## config.mk

```make
export PLATFORM = sky130hd
export DESIGN_NAME = id_ex_stage
export DESIGN_NICKNAME = d
export VERILOG_FILES = /design/src/rtl/id_ex_stage.sv
export SDC_FILE = /design/constraint.sdc
export NUM_CORES = 1
export LEC_CHECK = 0
export BUFFER_PORTS_ARGS = -buffer_cell sky130_fd_sc_hd__buf_2
export CORE_AREA = 2 2 157 159
export CTS_CLUSTER_DIAMETER = 200
export CTS_CLUSTER_SIZE = 24
export DETAILED_ROUTE_END_ITERATION = 10
export DIE_AREA = 0 0 159 161
export PLACE_DENSITY = 0.66
export SETUP_SLACK_MARGIN = 0.02
export SYNTH_ARGS = -nofsm -noshare
export SYNTH_HDL_FRONTEND = slang
export SYNTH_SLANG_ARGS = --single-unit
```

## constraint.sdc

```tcl
create_clock -name clk -period 7.86 [get_ports clk]
set_clock_uncertainty 0.1 [all_clocks]
set_input_delay 0.786 -clock clk [delete_from_list [all_inputs] [get_ports clk]]
set_output_delay 0.786 -clock clk [all_outputs]
set_load 0.02 [all_outputs]
```

## src/rtl/id_ex_stage.sv

```systemverilog
// ID/EX pipeline register with operand selection, load-use hazard detection
// and a saturating counter of load-use stall cycles.
module id_ex_stage #(
    parameter int DATA_W = 32
) (
    input  logic              clk,
    input  logic              rst,
    input  logic              ID_valid,
    input  logic [31:0]       ID_pc,
    input  logic [4:0]        ID_rs1,
    input  logic [4:0]        ID_rs2,
    input  logic [4:0]        ID_rd,
    input  logic              ID_use_rs1,
    input  logic              ID_use_rs2,
    input  logic [31:0]       ID_imm,
    input  logic [3:0]        ID_alu_op,
    input  logic              ID_alu_src,
    input  logic              ID_regwrite,
    input  logic              ID_memread,
    input  logic              ID_memwrite,
    input  logic [DATA_W-1:0] RF_rs1_data,
    input  logic [DATA_W-1:0] RF_rs2_data,
    input  logic              ID_hazard_rs1_data_enable,
    input  logic [DATA_W-1:0] ID_hazard_rs1_data,
    input  logic              ID_hazard_rs2_data_enable,
    input  logic [DATA_W-1:0] ID_hazard_rs2_data,
    input  logic [4:0]        EX_MEM_rd,
    input  logic              EX_MEM_memread,
    input  logic              EX_MEM_regwrite,
    input  logic              EX_flush,
    output logic              ID_EX_valid,
    output logic [31:0]       ID_EX_pc,
    output logic [DATA_W-1:0] ID_EX_rs1_data,
    output logic [DATA_W-1:0] ID_EX_rs2_data,
    output logic [31:0]       ID_EX_imm,
    output logic [4:0]        ID_EX_rd,
    output logic [3:0]        ID_EX_alu_op,
    output logic              ID_EX_alu_src,
    output logic              ID_EX_regwrite,
    output logic              ID_EX_memread,
    output logic              ID_EX_memwrite,
    output logic              ID_stall,
    output logic [31:0]       stall_count
);

    // x0 always reads zero, even if the forwarding network claims otherwise.
    function automatic logic [DATA_W-1:0] sel_operand(
        input logic [4:0]        rs,
        input logic              fwd_en,
        input logic [DATA_W-1:0] fwd_data,
        input logic [DATA_W-1:0] rf_data
    );
        if (rs == 5'd0)
            return '0;
        else if (fwd_en)
            return fwd_data;
        else
            return rf_data;
    endfunction

    function automatic logic [31:0] sat_inc(input logic [31:0] cnt);
        return (cnt == 32'hFFFF_FFFF) ? cnt : cnt + 32'd1;
    endfunction

    // A load still in EX or in MEM has not produced data the forwarders can supply.
    function automatic logic load_use(input logic use_s, input logic [4:0] rs);
        logic ex_hit;
        logic mem_hit;
        ex_hit  = ID_EX_valid && ID_EX_memread && (ID_EX_rd == rs);
        mem_hit = EX_MEM_memread && EX_MEM_regwrite && (EX_MEM_rd == rs);
        return ID_valid && use_s && (rs != 5'd0) && (ex_hit || mem_hit);
    endfunction

    logic [DATA_W-1:0] rs1_sel;
    logic [DATA_W-1:0] rs2_sel;
    logic              hazard;
    logic              bubble;

    always_comb begin
        rs1_sel  = sel_operand(ID_rs1, ID_hazard_rs1_data_enable, ID_hazard_rs1_data, RF_rs1_data);
        rs2_sel  = sel_operand(ID_rs2, ID_hazard_rs2_data_enable, ID_hazard_rs2_data, RF_rs2_data);
        hazard   = load_use(ID_use_rs1, ID_rs1) || load_use(ID_use_rs2, ID_rs2);
        ID_stall = hazard && !EX_flush;
        bubble   = EX_flush || ID_stall;
    end

    // ID -> EX boundary
    always_ff @(posedge clk or posedge rst) begin
        if (rst) begin
            ID_EX_valid    <= 1'b0;
            ID_EX_pc       <= '0;
            ID_EX_rs1_data <= '0;
            ID_EX_rs2_data <= '0;
            ID_EX_imm      <= '0;
            ID_EX_rd       <= '0;
            ID_EX_alu_op   <= '0;
            ID_EX_alu_src  <= 1'b0;
            ID_EX_regwrite <= 1'b0;
            ID_EX_memread  <= 1'b0;
            ID_EX_memwrite <= 1'b0;
            stall_count    <= '0;
        end else begin
            if (bubble) begin
                ID_EX_valid    <= 1'b0;
                ID_EX_pc       <= '0;
                ID_EX_rs1_data <= '0;
                ID_EX_rs2_data <= '0;
                ID_EX_imm      <= '0;
                ID_EX_rd       <= '0;
                ID_EX_alu_op   <= '0;
                ID_EX_alu_src  <= 1'b0;
                ID_EX_regwrite <= 1'b0;
                ID_EX_memread  <= 1'b0;
                ID_EX_memwrite <= 1'b0;
            end else begin
                ID_EX_valid    <= ID_valid;
                ID_EX_pc       <= ID_pc;
                ID_EX_rs1_data <= rs1_sel;
                ID_EX_rs2_data <= rs2_sel;
                ID_EX_imm      <= ID_imm;
                ID_EX_rd       <= ID_rd;
                ID_EX_alu_op   <= ID_alu_op;
                ID_EX_alu_src  <= ID_alu_src;
                ID_EX_regwrite <= ID_valid && ID_regwrite;
                ID_EX_memread  <= ID_valid && ID_memread;
                ID_EX_memwrite <= ID_valid && ID_memwrite;
            end
            if (ID_stall)
                stall_count <= sat_inc(stall_count);
        end
    end

endmodule

```

==> flow_summary.yaml, run 1 <==
drt:
  routed_wl_um: 21790
  ant_nets: 0
  num_vias: 5691
  wl_per_cell_um: 16.66
  drc_errors: 0
  first_iter_violations: 289
  via_per_inst: 4.351
  dr.pass1.iters: 4
power_and_ir_drop:
  p_comb_share_pct: 13.1
  seqPwrFrac_pct: 45.7
  netSwitchingFraction_pct: 28.96
  powerDensity_nw_per_um2: 208.7
  power.switching_mw: 0.6024
  p_clk_share_pct: 41.1
  p_leak_nw: 5.517
  finalPower_mw: 2.080
  ir_worst_vdd_mv: 0.1302
  p_int_mw: 1.478
worst_setup_path:
  startpoint_type: "input pin"
  critPathMaxFanout: 32
  cp.arrival_ns: 2.26
  cpMaxStageDelayCell: "buf_4"
  cp_slowest_stage_delay_ns: 0.38
  reg2reg_depth: 6
  cp-endpoint: "ID_stall"
  reg2reg_to: "stall_count[1]$_DFFE_PP0P_"
  critPathLaunch: "ID_rs2[1]"
  setup.worst_path.end_class: "primary output"
  crit_top_cell: "buf_2"
  path_class: "input pin to primary output"
  r2r_slack_ns: 4.97
  r2r-start: "stall_count[6]$_DFFE_PP0P_"
  cp_cell_sequence: "buf_2 > nor3_1 > nand2_1 > and2_1 > a32oi_2 > buf_4 > inv_1 > buf_2"
  worst_ep_required_time_ns: 6.97
cts:
  clkTransAtPathRegs_ns: 0.08
  cts-resized-gates: 0
  cts.sinks: 174
  htreeDepth: 4
  clockBufferDepth: 2
  holdBufCountCts: 0
  post-cts-setup-buffers: 0
  clock_latency_ns: 0.43
  cts_made_buffers: 17
  cts_tree: "built"
  cts-root-buf: "clkbuf_16"
timing:
  min_period_ns: 3.144
  tightest_slew_ns: 1.097
  hold_viol_final: 0
  slew_violations: 0
  fmax_ghz: 0.3181
  fin_setup_tns_ns: 0
  postLayoutSetupSlackWorst_ns: 4.717
  maxSlewHeadroom_pct: 26.61
  setup_viol: 0
  holdWs_ns: 0.3399
  grt_setup_unrepaired: "no"
  finalCritPeriodShare_pct: 39.99
floorplan:
  initial_core_util_pct: 29.30
  floorplan.rows: 57
  die_x_um: 159
  die_h_um: 161
  core_um2: 23960
  pin_count: 405
  dieArea_um2: 25600
synth:
  ys_seq_area_share_pct: 62.02
  synthesis.nets: 799
  synth_seq_cells: 174
  post_synth.cell_area_avg_um2: 12.36
  syn_area_um2: 7020
  netlist_instances: 568
  synth_cell_type_count: 37
  synth_warnings: 0
min_path:
  hold_path_class: "input pin to asynchronous set/reset pin"
finish:
  num-fill-cells: 2367
  layout-drive-gt1-share_pct: 47.05
  syn_to_final_growth_pct: 41.97
  layout.nets: 1200
placed_design:
  hpwl_um: 16370
  gp_congestion: 0.8821
  place_ws_ns: 4.713
  port_buffers: 404
run_status:
  status: "finished clean"
global_route:
  overflow: 0
  grt_max_degree: 105
  grt_pass1_wl_um: 33560
  grt_pass1_vias: 5964
  antenna_found_initial: 5
  grt.total_usage_pct: 16.94
job:
  max-cap-violations: 0
## metrics by stage
step	utilization (%)	instance area, um^2	std cells
global route	41.59	9967	1308
CTS	41.57	9962	1306
finish	41.59	9967	1308
detailed placement	39.11	9373	1274
global placement	39.11	9373	1274
floorplan	-	7020	568
## cells by family (layout without fill, tap and decap cells)
kind of cell	Yosys count	in the layout	synth area share, %
DFF	174	174	62.02
adders and majority gates	1	1	0.1782
other	0	2	0
buffers and inverters	35	449	2.299
AOI/OAI and AO/OA	8	8	1.141
and+or+nand+nor	234	234	18.54
muxes	67	67	9.606
xor gates and xnor gates	49	49	6.220
## cell type report
type                            instances  area [um^2]  share of cell area, %
Sequential cell                       174         4354                  43.69
Multi-Input combinational cell        359         2516                  25.24
Timing Repair Buffer                  409         2059                  20.66
Clock buffer                           17        425.4                  4.268
Tap cell                              324        405.4                  4.067
Clock inverter                         15        163.9                  1.644
Inverter                                8        37.54                 0.3766
Antenna cell                            2        5.005                0.05021
## placed cells by master, fill, tap and decap left out, drive strengths merged, types with 2 or more instances in the layout
master,synthesis,layout
nor4b,2,2
xor2,21,21
dfrtp,174,174
and3,9,9
diode,0,2
nor2,71,71
clkinvlp,0,2
a32oi,2,2
nand2,16,16
clkbuf,15,17
xnor2,28,28
mux2i,64,64
nand4,7,7
nor4,9,9
nand3,17,17
or4,4,4
and4,4,4
buf,12,409
o22ai,2,2
nor3,15,15
o211ai,2,2
clkinv,0,5
mux2,3,3
inv,8,16
and2,76,76
## how the worst min path moves through the flow
stage / endpoint / cells past startpoint / startpoint
final: ID_EX_alu_src$_DFF_PP0_ / 2 / rst
after global routing: ID_EX_alu_src$_DFF_PP0_ / 2 / rst
after CTS: stall_count[4]$_DFFE_PP0P_ / 1 / stall_count[4]$_DFFE_PP0P_
after detailed placement: stall_count[12]$_DFFE_PP0P_ / 1 / stall_count[12]$_DFFE_PP0P_
after global placement: stall_count[4]$_DFFE_PP0P_ / 1 / stall_count[4]$_DFFE_PP0P_
after floorplan: stall_count[8]$_DFFE_PP0P_ / 1 / stall_count[8]$_DFFE_PP0P_
## worst max-delay path, delay by kind of cell
kind	cells	cell delay [ns]
buffers and inverters	4	0.74
and+or+nand+nor	3	0.48
AOI/OAI and AO/OA	1	0.22
## sequential cells by signal, indices dropped and copies added, names as in the netlist
register        flops
ID_EX_valid         1
ID_EX_memwrite      1
ID_EX_rd            5
ID_EX_regwrite      1
stall_count        32
ID_EX_rs1_data     32
ID_EX_alu_op        4
ID_EX_imm          32
ID_EX_alu_src       1
ID_EX_memread       1
ID_EX_pc           32
ID_EX_rs2_data     32
## power by group through the flow
stage | Sequential, mW | Combinational [mW] | Clock, mW
after floorplan | 1.03 | 0.0857 | 0
after global placement | 0.969 | 0.274 | 0
after detailed placement | 0.969 | 0.277 | 0
after CTS | 0.952 | 0.278 | 0.881
after global routing | 0.956 | 0.299 | 0.920
final | 0.952 | 0.273 | 0.856
## per-layer routing
| metal | GRT usage [%] | vias up | share of wire, % |
|---|---|---|---|
| met4 | 3.554 | 6 | 1.0 |
| met3 | 8.603 | 18 | 11 |
| li1 | - | 2686 | - |
| met2 | 28.34 | 248 | 48 |
| met1 | 19.60 | 2733 | 40 |
| met5 | 0 | - | 0.15 |
## cells in the mapped netlist, drive strengths merged
library cell,n,area share [%]
mux2i,64,9.1
nor3b,1,0.11
nand3,17,1.3
and4,4,0.50
nand4,7,0.62
o22ai,2,0.36
nor2,71,3.8
or2,1,0.089
inv,8,0.43
ha,1,0.18
xnor2,28,3.6
and2,76,6.8
or4,4,0.48
a21oi,1,0.071
mux2,3,0.48
buf,12,1.1
o211ai,2,0.21
a32oi,2,0.36
nor4,9,1.5
nand2,16,0.86
and3,9,0.80
nor4b,2,0.25
dfrtp,174,62
xor2,21,2.6
nor3,15,1.2
clkbuf,15,0.80
a32o,1,0.14
or3,1,0.089
or4b,1,0.14
(Power assumes the default switching activity.)
==> run 2: changes to the inputs <==
Settings changed: CORE_AREA 2 2 157 159 to 2 2 159 161, DIE_AREA 0 0 159 161 to 0 0 161 163, PLACE_DENSITY 0.66 to 0.65.
Clock period 7.86 ns to 3.2 ns, I/O delays scaled along.
==> flow_summary.yaml, run 2 (synthesis results as in run 1) <==
run_status:
  status: "finished clean"
floorplan:
  dieArea_um2: 26240
  pin_count: 405
  initial_core_util_pct: 28.45
  floorplan.rows: 58
  core_um2: 24670
  die_h_um: 163
  die_x_um: 161
cts:
  cts.sinks: 174
  post-cts-setup-buffers: 0
  htreeDepth: 4
  clock_latency_ns: 0.43
  cts_made_buffers: 17
  cts_tree: "built"
  clockBufferDepth: 2
  clkTransAtPathRegs_ns: 0.08
  cts-root-buf: "clkbuf_16"
timing:
  fin_setup_tns_ns: 0
  finalCritPeriodShare_pct: 85.49
  tightest_slew_ns: 0.9521
  setup_viol: 0
  grt_setup_unrepaired: "no"
  maxSlewHeadroom_pct: 36.53
  min_period_ns: 2.736
  fmax_ghz: 0.3656
  slew_violations: 0
  hold_viol_final: 0
global_route:
  overflow: 0
  antenna_found_initial: 5
  grt_max_degree: 75
  grt_pass1_vias: 6260
  grt.total_usage_pct: 17.88
  grt_pass1_wl_um: 35290
power_and_ir_drop:
  p_comb_share_pct: 14.6
  power.switching_mw: 1.423
  seqPwrFrac_pct: 45.1
  powerDensity_nw_per_um2: 482.2
  p_int_mw: 3.771
  p_leak_nw: 5.849
  p_clk_share_pct: 40.3
  ir_worst_vdd_mv: 0.2818
  netSwitchingFraction_pct: 27.40
worst_setup_path:
  r2r-start: "ID_EX_rd[2]$_DFF_PP0_"
  r2r_slack_ns: 0.73
  cp-endpoint: "ID_stall"
  worst_ep_required_time_ns: 2.78
  path_class: "flop to primary output"
  reg2reg_to: "ID_EX_rs2_data[0]$_DFF_PP0_"
  critPathLaunch: "ID_EX_rd[2]$_DFF_PP0_"
  setup.worst_path.end_class: "primary output"
  reg2reg_depth: 7
  critPathMaxFanout: 11
  cp.arrival_ns: 2.32
  startpoint_type: "flop"
finish:
  layout-drive-gt1-share_pct: 44.23
  layout_common_cells: "404 x buf_2, 174 x dfrtp_1, 76 x and2_1, 71 x nor2_1, 69 x dlygate4sd3_1"
  finalNonFillerCells: 1393
  syn_to_final_growth_pct: 53.41
  final_common_cell: "buf_2"
  layout.nets: 1276
placed_design:
  place_inst: 1287
  gp_congestion: 0.8352
  hpwl_um: 17760
  port_buffers: 404
drt:
  routed_wl_um: 23680
  num_vias: 5990
  wl_per_cell_um: 17.00
  ant_nets: 0
  dr.pass1.iters: 4
  first_iter_violations: 259
  drc_errors: 0
  via_per_inst: 4.300
min_path:
  worstHoldStart: "ID_pc[9]"
  hold_path_class: "input pin to flop"
job:
  max-cap-violations: 0
-- run 2: area by class of cell --
class / count / area, um^2
diodes: 5 / 12.51
clock buffers: 19 / 442.9
clock inverters: 13 / 145.1
fillers: 2386 / 13900
inverters: 8 / 33.78
multi-input cells: 359 / 2516
flip-flops and latches: 174 / 4354
well taps: 330 / 412.9
repair buffers: 485 / 2853
-- run 2: timing repair --
item	in CTS	in global routing
hold buffers	69	0
resized for setup	0	0
hold endpoints to repair	98	0
-- run 2: per-stage QoR --
step | total power [mW] | setup WS (ns) | area, um^2 | util, % | hold WS (ns)
after detailed placement | 3.080 | 0.6660 | 9479 | 38.42 | 0.3797
after CTS | 5.285 | 0.3727 | 10760 | 43.60 | 0.004010
after global routing | 5.438 | 0.2465 | 10770 | 43.63 | 0.01336
after global placement | 3.072 | 0.6958 | 9479 | 38.42 | 0.3758
final | 5.194 | 0.4644 | 10770 | 43.65 | 0.02987
after floorplan | 2.737 | 0.5553 | 7024 | - | 0.3279
-- run 2: how the worst min path moves through the flow --
stage | endpoint | slack (ns) | cells after the start
6_report | ID_EX_pc[9]$_DFF_PP0_ | 0.03 | 2
5_1_grt | ID_EX_memread$_DFF_PP0_ | 0.01 | 2
4_1_cts | ID_EX_imm[22]$_DFF_PP0_ | 0.004 | 2
3_5_place_dp | stall_count[16]$_DFFE_PP0P_ | 0.38 | 1
3_3_place_gp | stall_count[8]$_DFFE_PP0P_ | 0.38 | 1
2_1_floorplan | ID_EX_valid$_DFF_PP0_ | 0.33 | 2
-- run 2: critical path, cell delays in order, from the launching register on --
cell,delay (ns)
dfrtp_1,0.44
xnor2_1,0.15
nand4_1,0.13
o22ai_2,0.13
a32oi_2,0.51
buf_4,0.31
inv_1,0.05
buf_2,0.15
-- run 2: power groups by stage --
stage | combinational (mW) | sequential, mW | clock, mW
3_5_place_dp | 0.697 | 2.38 | 0
5_1_grt | 0.822 | 2.35 | 2.26
2_1_floorplan | 0.211 | 2.53 | 0
3_3_place_gp | 0.692 | 2.38 | 0
6_report | 0.758 | 2.34 | 2.09
4_1_cts | 0.768 | 2.34 | 2.18
-- run 2: layer usage --
metal	vias to the layer above	share of wire (%)	GRT usage, %
li1	2848	-	-
met2	243	51	31.08
met5	-	0	0
met1	2878	40	20.67
met3	21	8.1	6.621
met4	0	1.5	5.195
==> run 3: changes to the inputs <==
Settings changed: ABC_AREA set to 1, CORE_AREA 2 2 159 161 to 2 2 156 158, DIE_AREA 0 0 161 163 to 0 0 158 160, PLACE_DENSITY 0.65 to 0.71.
==> flow_summary.yaml, run 3 <==
drt:
  num_vias: 7592
  dr.pass1.iters: 4
  drc_errors: 0
  first_iter_violations: 419
  via_per_inst: 4.440
  ant_nets: 0
  wl_per_cell_um: 15.52
  routed_wl_um: 26540
timing:
  fmax_ghz: 0.4054
  tightest_slew_ns: 1.045
  maxSlewHeadroom_pct: 30.33
  min_period_ns: 2.467
  fin_setup_tns_ns: 0
  slew_violations: 0
  grt_setup_unrepaired: "no"
  hold_viol_final: 0
  setup_viol: 0
  finalCritPeriodShare_pct: 77.08
worst_setup_path:
  worst_ep_required_time_ns: 3.41
  cpMaxStageDelayCell: "nand3_2"
  cp_slowest_stage_delay_ns: 0.60
  cp.arrival_ns: 2.67
  setup.worst_path.end_class: "flop"
  startpoint_type: "flop"
  critPathLaunch: "ID_EX_valid$_DFF_PP0_"
  cp_cell_sequence: "nand2_1 > inv_1 > nand2_1 > nor2_1 > nand3_1 > nand2_1 > nand2_1 > nand2_2 > buf_4 > nand3_2 > nand2_1 > nand2_1"
  crit_top_cell: "nand2_1"
  cp_top_family: "simple AND/OR/NAND/NOR gates"
  r2r-start: "ID_EX_valid$_DFF_PP0_"
  r2r_slack_ns: 0.73
  cp_num_buf_inv: 2
  path_class: "flop to flop"
  critPathMaxFanout: 33
job:
  max-cap-violations: 0
min_path:
  worstHoldStart: "ID_pc[14]"
  hold_path_class: "input pin to flop"
cts:
  cts-resized-gates: 0
  clkTransAtPathRegs_ns: 0.08
  cts-root-buf: "clkbuf_16"
  clockBufferDepth: 2
  cts_tree: "built"
  cts_made_buffers: 17
  cts.sinks: 174
  clock_latency_ns: 0.42
  htreeDepth: 4
floorplan:
  floorplan.rows: 57
  initial_core_util_pct: 32.90
  dieArea_um2: 25280
  pin_count: 405
  die_x_um: 158
  die_h_um: 160
  core_um2: 23820
synth:
  ys_seq_area_share_pct: 55.56
  synth_cell_type_count: 23
  syn_area_um2: 7836
  yosys_most_used_dff: "dfrtp_1"
  synthesis.nets: 1134
  synth_warnings: 0
  synth_common_cells: "227 x nand2_1, 212 x nor2_1, 174 x dfrtp_1"
  synth_seq_cells: 174
  synth_top_cell_by_area: "dfrtp_1"
  synth_edf_count: 0
  yosys.area.top_type_share_pct: 55.56
  synthArstFlopShare_pct: 100.0
  post_synth.cell_area_avg_um2: 8.678
  netlist_instances: 903
  synth_area_leaders: "dfrtp_1 56%, nand2_1 11%, nor2_1 10%"
  yosysMostFrequentCell: "nand2_1"
finish:
  layout.nets: 1601
  layout_common_cells: "404 x buf_2, 227 x nand2_1, 212 x nor2_1, 174 x dfrtp_1, 107 x inv_1"
  final_common_cell: "buf_2"
  layout-drive-gt1-share_pct: 32.83
  num-fill-cells: 2323
  syn_to_final_growth_pct: 46.08
  finalNonFillerCells: 1710
power_and_ir_drop:
  ir_worst_vdd_mv: 0.3043
  powerDensity_nw_per_um2: 454.6
  p_leak_nw: 6.682
global_route:
  grt_pass1_vias: 7846
  overflow: 0
  grt.total_usage_pct: 21.18
  grt_pass1_wl_um: 41320
  grt_max_degree: 71
  antenna_found_initial: 3
placed_design:
  port_buffers: 404
  gp_congestion: 0.8902
  hpwl_um: 19460
  place_inst: 1606
run_status:
  status: "finished clean"
[run 3: changes by cell type after synthesis, moves of 9 or more]
cell / previous run / this run
nand2_1: 16 / 227
xor2_1: 21 / 11
and3_1: 9 / 0
and2_1: 76 / 0
nor3_1: 14 / 2
xnor2_1: 27 / 4
nand4_1: 7 / 32
nor2_1: 71 / 212
nand3b_1: 0 / 15
inv_1: 8 / 108
[run 3: per-layer routing]
| layer | global-route usage [%] | vias up | routed length (um) | share of wire [%] |
|---|---|---|---|---|
| li1 | - | 3715 | - | - |
| met1 | 26.26 | 3564 | 11020 | 42 |
| met2 | 35.08 | 271 | 13160 | 50 |
| met3 | 5.997 | 42 | 1816 | 6.8 |
| met4 | 7.740 | 0 | 545 | 2.1 |
| met5 | 0 | - | 0 | 0 |
[run 3: metrics by stage]
step | area, um^2 | total power, mW | util [%] | setup WS [ns] | hold slack (ns)
2_1_floorplan | 7840 | 2.761 | - | 0.5553 | 0.3262
3_3_place_gp | 10170 | 3.097 | 42.68 | 0.7143 | 0.4286
3_5_place_dp | 10170 | 3.107 | 42.68 | 0.6981 | 0.4319
4_1_cts | 11440 | 5.271 | 48.03 | 0.7167 | 0.001837
5_1_grt | 11440 | 5.451 | 48.05 | 0.4454 | 0.01683
6_report | 11450 | 5.203 | 48.06 | 0.7335 | 0.02363
[run 3: area by class of cell]
class	instances	area, um^2	share of cell area (%)
inverters	109	412.9	3.607
clock buffers	18	439.2	3.836
repair buffers	482	2805	24.51
multi-input cells	586	2879	25.15
diodes	3	7.507	0.06558
clock inverters	14	143.9	1.257
flip-flops and latches	174	4354	38.04
well taps	324	405.4	3.541
[run 3: worst paths after layout]
path	cells after the start	endpoint
hold / removal	3	ID_EX_pc[14]$_DFF_PP0_
setup / recovery	12	stall_count[31]$_DFFE_PP0P_
setup reg to reg	12	stall_count[31]$_DFFE_PP0P_
max in group asynchronous	4	ID_EX_rs2_data[6]$_DFF_PP0_
hold reg to reg	2	stall_count[6]$_DFFE_PP0P_
min in group asynchronous	3	ID_EX_imm[0]$_DFF_PP0_
[run 3: cell families after synthesis]
family                   Yosys count  synth area share [%]
buffers and inverters            143                 7.696
AND/OR/NAND/NOR                  503                 26.54
AO/OA/AOI/OAI                      3                0.1915
flip-flops                       174                 55.56
multiplexers                      64                 8.175
XOR/XNOR                          15                 1.676
adder cells (fa/ha/maj)            1                0.1596
[run 3: worst min-delay path, stage by stage]
cell    delay, ns
buf_2        0.09
inv_1        0.04
nor2_1       0.04
[run 3: timing repair]
action | 4_1_cts | 5_1_grt
hold buffers | 69 | 0
setup buffers | 0 | 0
endpoints found under the hold margin | 104 | 0
[run 3: where the power goes]
part           internal, mW  switching [mW]
Clock                  1.06            1.01
Combinational         0.323           0.466
Sequential             2.30          0.0398
Total                  3.69            1.52
